===== config.mk =====
export PLATFORM = sky130hd
export DESIGN_NAME = mem_readback_unit
export DESIGN_NICKNAME = d
export VERILOG_FILES = /design/src/rtl/mem_readback_unit.sv
export SDC_FILE = /design/constraint.sdc
export NUM_CORES = 1
export LEC_CHECK = 0
export CAP_MARGIN = 20
export CORE_UTILIZATION = 52
export DETAILED_ROUTE_END_ITERATION = 10
export PLACE_DENSITY = 0.9
export SLEW_MARGIN = 20
export SYNTH_ARGS = -nofsm -noshare
export SYNTH_HDL_FRONTEND = slang
export SYNTH_SLANG_ARGS = --single-unit

===== constraint.sdc =====
create_clock -name clk -period 2.8 [get_ports clk]
set_input_delay 0.42 -clock clk [delete_from_list [all_inputs] [get_ports clk]]
set_output_delay 0.42 -clock clk [all_outputs]
set_load 0.005 [all_outputs]

===== src/rtl/mem_readback_unit.sv =====
// Sequenced memory readback: walks an address range (wrapping past the top),
// presents each word on a valid/ready port and keeps a running checksum.
module mem_readback_unit #(
  parameter int ADDR_W = 4,
  parameter int DATA_W = 8
) (
  input  logic              clk,
  input  logic              rst_n,
  input  logic              start,
  input  logic              abort,
  input  logic [ADDR_W-1:0] first_addr,
  input  logic [ADDR_W-1:0] last_addr,
  output logic [ADDR_W-1:0] mem_addr,
  output logic              mem_rd,
  input  logic [DATA_W-1:0] mem_data_in,
  output logic [DATA_W-1:0] out_value,
  output logic [ADDR_W-1:0] out_addr,
  output logic              out_valid,
  input  logic              out_ready,
  output logic              busy,
  output logic              done,
  output logic [DATA_W-1:0] checksum
);

  // state   | meaning
  // IDLE    | waiting for start; checksum holds last pass result
  // FETCH   | cursor driven onto mem_addr, memory read launched
  // CAPTURE | registered memory word latched into out_value/out_addr
  // PRESENT | out_valid high, waiting for out_ready
  // FINISH  | one-cycle done pulse, then back to IDLE
  typedef enum logic [2:0] {
    IDLE    = 3'd0,
    FETCH   = 3'd1,
    CAPTURE = 3'd2,
    PRESENT = 3'd3,
    FINISH  = 3'd4
  } state_t;

  state_t            state_q, state_d;
  logic [ADDR_W-1:0] cursor_q, cursor_d;
  logic [ADDR_W-1:0] last_q, last_d;
  logic [ADDR_W-1:0] out_addr_q, out_addr_d;
  logic [DATA_W-1:0] out_value_q, out_value_d;
  logic [DATA_W-1:0] checksum_q, checksum_d;
  logic              mem_rd_q, mem_rd_d;
  logic              out_valid_q, out_valid_d;
  logic              busy_q, busy_d;
  logic              done_q, done_d;

  always_comb begin
    state_d     = state_q;
    cursor_d    = cursor_q;
    last_d      = last_q;
    out_addr_d  = out_addr_q;
    out_value_d = out_value_q;
    checksum_d  = checksum_q;

    unique case (state_q)
      IDLE: begin
        if (start) begin
          state_d    = FETCH;
          cursor_d   = first_addr;
          last_d     = last_addr;
          checksum_d = '0;
        end
      end
      FETCH: state_d = CAPTURE;
      CAPTURE: begin
        out_value_d = mem_data_in;
        out_addr_d  = cursor_q;
        state_d     = PRESENT;
      end
      PRESENT: begin
        if (out_ready) begin
          checksum_d = checksum_q + out_value_q;
          if (cursor_q == last_q) begin
            state_d = FINISH;
          end else begin
            cursor_d = cursor_q + ADDR_W'(1);
            state_d  = FETCH;
          end
        end
      end
      FINISH:  state_d = IDLE;
      default: state_d = IDLE;
    endcase

    // Abort overrides any transfer happening on the same edge.
    if (abort && (state_q != IDLE)) begin
      state_d    = IDLE;
      cursor_d   = cursor_q;
      checksum_d = checksum_q;
    end

    // Outputs are registered from the next state so they line up with it.
    mem_rd_d    = (state_d == FETCH) || (state_d == CAPTURE);
    out_valid_d = (state_d == PRESENT);
    busy_d      = (state_d != IDLE);
    done_d      = (state_d == FINISH);
  end

  always_ff @(posedge clk or negedge rst_n) begin
    if (!rst_n) begin
      state_q     <= IDLE;
      cursor_q    <= '0;
      last_q      <= '0;
      out_addr_q  <= '0;
      out_value_q <= '0;
      checksum_q  <= '0;
      mem_rd_q    <= 1'b0;
      out_valid_q <= 1'b0;
      busy_q      <= 1'b0;
      done_q      <= 1'b0;
    end else begin
      state_q     <= state_d;
      cursor_q    <= cursor_d;
      last_q      <= last_d;
      out_addr_q  <= out_addr_d;
      out_value_q <= out_value_d;
      checksum_q  <= checksum_d;
      mem_rd_q    <= mem_rd_d;
      out_valid_q <= out_valid_d;
      busy_q      <= busy_d;
      done_q      <= done_d;
    end
  end

  assign mem_addr  = cursor_q;
  assign mem_rd    = mem_rd_q;
  assign out_value = out_value_q;
  assign out_addr  = out_addr_q;
  assign out_valid = out_valid_q;
  assign busy      = busy_q;
  assign done      = done_q;
  assign checksum  = checksum_q;

endmodule


==> summary.md <==
| Metric | Value |
|---|---|
| Status | complete, no violations |
| Leading area contributor after synthesis | dfrtp_1 |
| Fmax | approximately 470 MHz |
| Placer Congestion | 0.884 |
| Cells after Synth | 160 |
| Post-DP Area | around 2300 µm² |
| CTS HTree Levels | 2 |
| Global-route wire length before repair | about 6500 µm |
| Most common cell after layout, fill and taps aside | clkdlybuf4s50_1 |
| # DRC | 0 |
| CTS buffer count | 5 |
| Final Cycle Share | 0.768 |
| 1st-pass router iterations | 4 |
| Critical path arrival | between 2 and 2.5 ns |
| CTS tree | built |
| Crit-path leading delay family | compound AO/OA/AOI/OAI gates |
| Die footprint | ~3700 µm² |
| Final Setup Violations | 0 |
| Setup TNS | 0 ns |
| Initial drt markers | 84 |
| Req. time, crit path | just over 3 ns |
| Worst Hold Class | primary input to asynchronous set/reset pin |
| CP endpoint kind | flip-flop |
| Fillers | 247 |
| Post-synth EDFFs | 0 |
| Area Overhead vs Synth | 30.1% |
| Die Wd | around 61 µm |
| Max_cap viols | 0 |
| Register area share after synthesis | 0.480 |
| Core footprint | 3340 µm² |
| Leakage power | 0.981 nW |
| WP buf/inv | 0 |
| Pwr Density | between 900 and 1000 nW/µm² |
| Later-pin clock latency in the skew report | 0.34 ns |
| VDD IR-drop max | between 400 and 500 µV |
| DRT Wirelength | between 4000 and 5000 µm |
| Avg Cell Area, Syn | around 11 µm² |
| Most frequent cells in the layout | clkdlybuf4s50_1, dfrtp_1, nand2_1 |
| Root Buffer | clkbuf_4 |
| Yosys reg bits | 35 |
| Slowest CP cell | fa_1 |
| Unique masters post-synth | 44 |
| WL/cell | about 16 µm |
| Final nets | 240 |
| Worst setup path class | flip-flop to flip-flop |
| Post-CTS Hold Buffers | 0 |
| Cell area after layout | approximately 2400 µm² |
| Synth top area share | 0.480 |
| IO buf count | between 40 and 50 |
| Critical Path Start Type | flip-flop |
| Asr flop ratio synth | 1.00 |
| PostCTS Resize Cnt | 0 |
| Via count | 1461 |
| CP max stage delay | around 0.42 ns |
| Syn Nets | between 150 and 200 |
| Slew at the pin closest to its max-slew limit | just over 0.6 ns |
| Non-filler cells, final | 255 |
| GRT Resource Usage Total | 0.247 |
| Primary FF master, synth | dfrtp_1 |
| Fraction of layout cells with a size suffix above 1 | 0.148 |
| Post-layout min period | around 2.2 ns |
| Synth top area cells | dfrtp_1, mux2_2, ha_1 |
| Final hold viol count | 0 |
| Fin. max-slew vios | 0 |
| Post-CTS setup repair buffer count | 0 |
| Final WS setup | 0.650 ns |
| Tot Pwr | ~2.3 mW |
| Sink Count | 35 |
| Cells after DPL | between 200 and 250 |
| Hpwl dp | roughly 2900 µm |
| Vias in the first global route | approximately 1500 |
| Clock buffer depth | 2 |
| Antenna diode count | 0 |
| Die Y-Extent | about 61 µm |
| Via density | between 5 and 6 |
| Post-Syn Area | 1820 µm² |
| Critical Path Fanout Max | 3 |
| Grt total ovfl | 0 |
| Clock transition at the registers of the reported paths | 0.10 ns |
| Ports | between 40 and 50 |
| Largest net degree at the start of global routing | 36 |
| Slew HR | 0.598 |
| Initial antenna violation count | 0 |
| Critical Path, Cell by Cell | ha_1 -> fa_1 -> a211oi_1 -> o21bai_1 -> a21oi_1 -> xor2_1 -> o31ai_1 |
| Placement Setup Slack | 0.670 ns |
| Starting Density | 0.546 |
| RSZ-0062 raised after global routing | no |
| Routed Antenna Nets | 0 |
| Clk_skew | approximately 0.011 ns |
| Row count | 21 |
| Synth warn | 0 |
-- worst reg2reg max path: stages (launching register included) --
cell,delay [ns]
dfrtp_1,0.41
ha_1,0.23
fa_1,0.42
a211oi_1,0.32
o21bai_1,0.13
a21oi_1,0.20
xor2_1,0.09
o31ai_1,0.26
-- flip-flops by register name (all words and copies together), names as in the netlist, 3 cells and up --
name and cells:
checksum 8, out_value 8, last_q 4, mem_addr 4, out_addr 4, state_q 3
-- logic make-up (layout without fill, tap and decap cells) --
kind of cell,count (synthesis),after routing,share of synthesized area
xor gates and xnor gates,8,8,0.0384
and+or+nand+nor,46,46,0.138
DFF,35,35,0.480
buffers and inverters,7,56,0.0226
AOI/OAI and AO/OA,38,38,0.150
adders and majority gates,9,9,0.0659
muxes,17,17,0.104
-- layer usage --
metal,track usage,wire length [µm],vias up
li1,-,-,677
met1,0.284,1650,715
met2,0.421,2090,61
met3,0.0525,232,8
met4,0.149,75,0
met5,0,0,-
-- layout make-up --
type                            count  area, µm²  share of cell area
Multi-Input combinational cell    118        906               0.382
Sequential cell                    35        876               0.369
Timing Repair Buffer               49        488               0.206
Tap cell                           46       57.6              0.0243
Clock buffer                        6       41.3              0.0174
Inverter                            1       3.75             0.00158
-- through the flow --
step / util / hold slack, ns
3_3_place_gp: 0.699 / 0.494
4_1_cts: 0.711 / 0.486
3_5_place_dp: 0.699 / 0.500
6_report: 0.711 / 0.471
5_1_grt: 0.711 / 0.514
2_1_floorplan: - / 0.124
-- worst paths after layout --
path | from | end | slack, ns | depth (start not counted)
min in group clk | out_addr[3] | out_addr[3] | 0.52 | 1
max in group asynchronous | rst_n | out_valid | 1.99 | 2
setup / recovery | out_value[0] | checksum[6] | 0.65 | 7
setup reg to reg | out_value[0] | checksum[6] | 0.65 | 7
hold / removal | rst_n | out_value[4] | 0.47 | 2
hold reg to reg | out_addr[3] | out_addr[3] | 0.52 | 1
-- synth_stat cells (2+ instances only) --
| cell type | instances |
|---|---|
| or3_1 | 2 |
| o21ai_1 | 2 |
| o21a_1 | 3 |
| nor4_1 | 2 |
| xnor2_1 | 7 |
| and2_1 | 2 |
| dfrtp_1 | 35 |
| nand3_1 | 3 |
| a21o_1 | 3 |
| ha_1 | 8 |
| nor3_1 | 3 |
| a21oi_1 | 6 |
| nand2_1 | 19 |
| nor2_1 | 5 |
| o31ai_1 | 5 |
| buf_2 | 3 |
| mux2_2 | 16 |
| a211oi_1 | 4 |
| o21ai_0 | 7 |
-- power by group --
| group | switching (mW) | total [mW] | internal [mW] |
|---|---|---|---|
| Clock | 0.156 | 0.245 | 0.0892 |
| Combinational | 0.500 | 1.16 | 0.661 |
| Sequential | 0.195 | 0.900 | 0.706 |
| Total | 0.850 | 2.31 | 1.46 |
No activity file was read; power rests on OpenSTA's default activity.
